[src/rtl/sign_conv_serial.sv]
// Digit-serial converter between two's complement and sign-magnitude, plus NEG/ABS.
// Processes W bits per clock through a carried ripple chain over D = N/W cycles.
module sign_conv_serial #(
    parameter int N = 8,
    parameter int W = 1
) (
    input  logic         clk,
    input  logic         rst_n,
    input  logic         in_valid,
    output logic         in_ready,
    input  logic [N-1:0] in_data,
    input  logic [1:0]   in_mode,
    output logic         out_valid,
    input  logic         out_ready,
    output logic [N-1:0] out_data,
    output logic         out_ovf
);

    localparam int D  = N / W;
    localparam int CW = (D > 1) ? $clog2(D) : 1;
    localparam int IW = $clog2(N);
    localparam logic [CW-1:0] LAST = CW'(D - 1);
    localparam logic [N-1:0]  MINV = {1'b1, {(N-1){1'b0}}};

    typedef enum logic [1:0] {IDLE, RUN, DONE} state_t;

    state_t          state_q;
    logic [N-1:0]    x_q;
    logic [N-1:0]    res_q;
    logic [CW-1:0]   cnt_q;
    logic            g_q;
    logic            carry_q;
    logic            ovf_q;
    logic            tc_q;
    logic            sign_q;

    logic [N-1:0]    x_acc;
    logic            g_acc;
    logic            ovf_acc;
    logic [IW-1:0]   idx;
    logic [W-1:0]    xdig;
    logic [W:0]      sum;
    logic [N-1:0]    res_d;

    // Operand decode at accept: SM2TC strips the sign bit before the conditional negate.
    always_comb begin
        x_acc   = in_data;
        g_acc   = in_data[N-1];
        ovf_acc = (in_data == MINV);
        case (in_mode)
            2'b01: begin
                x_acc   = {1'b0, in_data[N-2:0]};
                ovf_acc = 1'b0;
            end
            2'b10:   g_acc = 1'b1;
            default: ;
        endcase
    end

    // One digit of the conditional invert-and-increment ripple chain.
    always_comb begin
        idx   = IW'(int'(cnt_q) * W);
        xdig  = x_q[idx +: W];
        sum   = {1'b0, xdig ^ {W{g_q}}} + {{W{1'b0}}, carry_q};
        res_d = res_q;
        res_d[idx +: W] = sum[W-1:0];
        if (tc_q && cnt_q == LAST) begin
            res_d[N-1] = sign_q;
        end
    end

    always_ff @(posedge clk or negedge rst_n) begin
        if (!rst_n) begin
            state_q <= IDLE;
            x_q     <= '0;
            res_q   <= '0;
            cnt_q   <= '0;
            g_q     <= 1'b0;
            carry_q <= 1'b0;
            ovf_q   <= 1'b0;
            tc_q    <= 1'b0;
            sign_q  <= 1'b0;
        end else begin
            case (state_q)
                IDLE: begin
                    if (in_valid) begin
                        x_q     <= x_acc;
                        g_q     <= g_acc;
                        carry_q <= g_acc;
                        ovf_q   <= ovf_acc;
                        tc_q    <= (in_mode == 2'b00);
                        sign_q  <= in_data[N-1];
                        cnt_q   <= '0;
                        res_q   <= '0;
                        state_q <= RUN;
                    end
                end
                RUN: begin
                    res_q   <= res_d;
                    carry_q <= sum[W];
                    if (cnt_q == LAST) begin
                        state_q <= DONE;
                    end else begin
                        cnt_q <= cnt_q + 1'b1;
                    end
                end
                DONE: begin
                    if (out_ready) begin
                        state_q <= IDLE;
                    end
                end
                default: state_q <= IDLE;
            endcase
        end
    end

    assign in_ready  = (state_q == IDLE);
    assign out_valid = (state_q == DONE);
    assign out_data  = res_q;
    assign out_ovf   = ovf_q;

endmodule

[config.mk]
export PLATFORM = sky130hd
export DESIGN_NAME = sign_conv_serial
export DESIGN_NICKNAME = d
export VERILOG_FILES = /design/src/rtl/sign_conv_serial.sv
export SDC_FILE = /design/constraint.sdc
export NUM_CORES = 1
export LEC_CHECK = 0
export ABC_AREA = 1
export BUFFER_PORTS_ARGS = -buffer_cell sky130_fd_sc_hd__clkbuf_2
export CAP_MARGIN = 20
export CORE_MARGIN = 2
export CORE_UTILIZATION = 54
export CTS_CLUSTER_SIZE = 10
export DETAILED_ROUTE_END_ITERATION = 10
export PLACE_DENSITY = 0.76
export SLEW_MARGIN = 5
export SYNTH_ARGS = -nofsm -noshare
export SYNTH_HDL_FRONTEND = slang
export SYNTH_SLANG_ARGS = --single-unit
[constraint.sdc]
create_clock -name clk -period 2.3 [get_ports clk]
set_input_delay 0.115 -clock clk [delete_from_list [all_inputs] [get_ports clk]]
set_output_delay 0.115 -clock clk [all_outputs]
set_load 0.05 [all_outputs]
==> reports/qor.yml <==
global_route:
  grt_pass1_vias: 1185
  grt_usage: 0.201
  grt_overflow: 0
  grt_max_degree: 27
  antenna_found_initial: 0
  grt_pass1_wl_um: 5030
timing:
  hold_viol: 0
  period_needed_ns: 1.85
  setup_tns_ns: 0
  maxSlewViolCount: 0
  max_freq_ghz: 0.540
  skew_ns: 0.0135
  rsz0062_at_grt: "false"
  relSlewSlack: 0.572
  layout_worst_path_cycle_share: 0.805
  setup_violations: 0
  tightest_slew_ns: 0.643
cts:
  clock_path_buffers: 2
  post_cts_resized: 0
  numClockSinks: 26
  cts_tree: "built"
  h-tree-depth: 1
  path_clk_slew_ns: 0.14
  clockRootBuffer: "clkbuf_4"
  clock_latency_ns: 0.32
  numCtsBuffers: 3
yosys:
  syn_nets: 208
  synth-seq-cells: 26
  synth_top_area_frac: 0.457
  synthFlopType: "dfrtp_1"
  synthArstFlopShare: 1.00
  synth_edf_count: 0
  synth.area.top_cells: "dfrtp_1 (46%), nand2_1 (15%), inv_1 (7.4%)"
  postSynthCellCount: 189
  netlist_area_mm2: 0.00143
  ys_warn_count: 0
  ys_seq_area_frac: 0.457
  synth_area_per_cell_um2: 7.54
  synth_top_area_cell: "dfrtp_1"
  synthDistinctLibCells: 21
final_layout:
  num_antenna_cells: 0
  fin_nets: 237
  post-route-util: 0.650
  fin_area_mm2: 0.00162
  layout_commonest_cell: "nand2_1"
  area_growth_pct: 14.0
  drive_gt1_frac: 0.166
  final_cell_mix: "nand2_1 (58), inv_1 (28), dfrtp_1 (26), clkbuf_2 (24), nand3_1 (16)"
worst_setup_path:
  crit_slowest_cell: "dfrtp_1"
  crit_type: "reg2reg"
  cpLargestDelayFamily: "flip-flops"
  required_ns: 2.53
  cp_num_buf_inv: 3
  cp-end-kind: "flip-flop"
  worstPathCellList: "inv_4 -> ha_1 -> ha_1 -> inv_1 -> nand3_1 -> nor2_1 -> nand2_1 -> o21ai_0 -> inv_1"
  arrival_ns: 2.08
  startpoint_type: "flip-flop"
  slowest_delay_ns: 0.56
  cp_max_fo: 9
routing:
  drcViolationCount: 0
  vias: 1234
  viasPerCell: 5.00
  ant_nets: 0
  drt_iter0_drc: 43
  wl_per_cell_um: 10.9
  firstDrtPassIters: 4
  postRouteWirelength_um: 2690
die:
  chipWidth_um: 55.4
  rows: 18
  core_area_mm2: 0.00250
  io_pins: 25
  die_y_um: 55.4
  dieArea_mm2: 0.00307
  start_util: 0.570
place:
  io_buffers: 24
  placedInstanceArea_mm2: 0.00155
  dp.final_hpwl_um: 2020
  place_congestion: 0.780
power_and_ir_drop:
  peakVddDrop_mv: 0.940
  power_mw: 2.24
  p_per_area_mw_per_mm2: 1380
  p_leak_nw: 0.914
hold_path:
  hold_path.class: "in2reg"
flow_run:
  maxCapViolCount: 0
status:
  status: "finished clean"
[cell families after synthesis]
kind of cell	after synthesis	synth area share
AOI/OAI and AO/OA	28	0.117
adders and majority gates	5	0.0439
buffers and inverters	34	0.105
DFF	26	0.457
and+or+nand+nor	96	0.277
[sequential cells by signal, summed over array words and instances (netlist names)]
signal / count
carry_q: 1
cnt_q: 3
g_q: 1
out_data: 8
out_ovf: 1
sign_q: 1
state_q: 2
tc_q: 1
x_q: 8
[report_power, final]
part / total [mW] / leakage, nW / switching (mW) / internal [mW]
clock network: 0.228 / 0.0210 / 0.132 / 0.0967
logic: 1.26 / 0.563 / 0.872 / 0.389
registers: 0.753 / 0.330 / 0.115 / 0.638
total: 2.24 / 0.914 / 1.12 / 1.12
[timing repair]
| action | 4_1_cts | 5_1_grt |
|---|---|---|
| hold endpoints to repair | 28 | 0 |
| hold buffers | 4 | 0 |
| setup buffers | 0 | 0 |
[layout make-up]
class,instances,area [um^2]
sequential,26,651
inverter,30,115
multi-input combinational,129,624
fill,225,876
timing repair buffer,28,160
clock buffer,4,36.3
tap,30,37.5
[worst min-delay path, cell delays in order]
cell	delay [ns]
clkbuf_2	0.09
nand2_1	0.04
o21ai_0	0.06
[per-layer routing]
layer / up-vias / GRT usage / wire (um)
li1: 654 / - / -
met1: 555 / 0.273 / 1360
met2: 23 / 0.330 / 1220
met3: 2 / 0.0328 / 91
met4: 0 / 0.0627 / 15
met5: - / 0 / 0
[synth_stat cells, types with 3 or more instances]
| library cell | n |
|---|---|
| nand2_1 | 58 |
| nor2_1 | 14 |
| a21oi_1 | 5 |
| nand3_1 | 16 |
| nor3_1 | 4 |
| dfrtp_1 | 26 |
| o21ai_1 | 3 |
| inv_1 | 28 |
| o21ai_0 | 15 |
| nand2_2 | 3 |
| ha_1 | 5 |
[per-stage QoR]
stage / std cells / hold WS, ns / setup WS (ns)
3_3_place_gp: 239 / 0.158 / 0.521
3_5_place_dp: 239 / 0.170 / 0.484
6_report: 247 / 0.0234 / 0.448
5_1_grt: 247 / 0.0239 / 0.247
2_1_floorplan: 189 / -0.181 / 0.674
4_1_cts: 247 / 0.00943 / 0.460
[worst paths after layout]
| kind | startpoint | end | slack (ns) | depth (start not counted) |
|---|---|---|---|---|
| worst max-delay path | cnt_q[0]$_DFFE_PN0P_ | out_data[0]$_DFFE_PN0P_ | 0.45 | 9 |
| worst min-delay path | in_data[4] | x_q[4]$_DFFE_PN0P_ | 0.02 | 3 |
| worst max register to register | cnt_q[0]$_DFFE_PN0P_ | out_data[0]$_DFFE_PN0P_ | 0.45 | 9 |
| worst min register to register | out_data[7]$_DFFE_PN0P_ | out_data[7]$_DFFE_PN0P_ | 0.50 | 2 |
| max in group asynchronous | rst_n | x_q[6]$_DFFE_PN0P_ | 1.55 | 2 |
| min in group asynchronous | rst_n | state_q[0]$_DFFE_PN0P_ | 0.33 | 2 |
No activity file was read; power rests on OpenSTA's default activity.
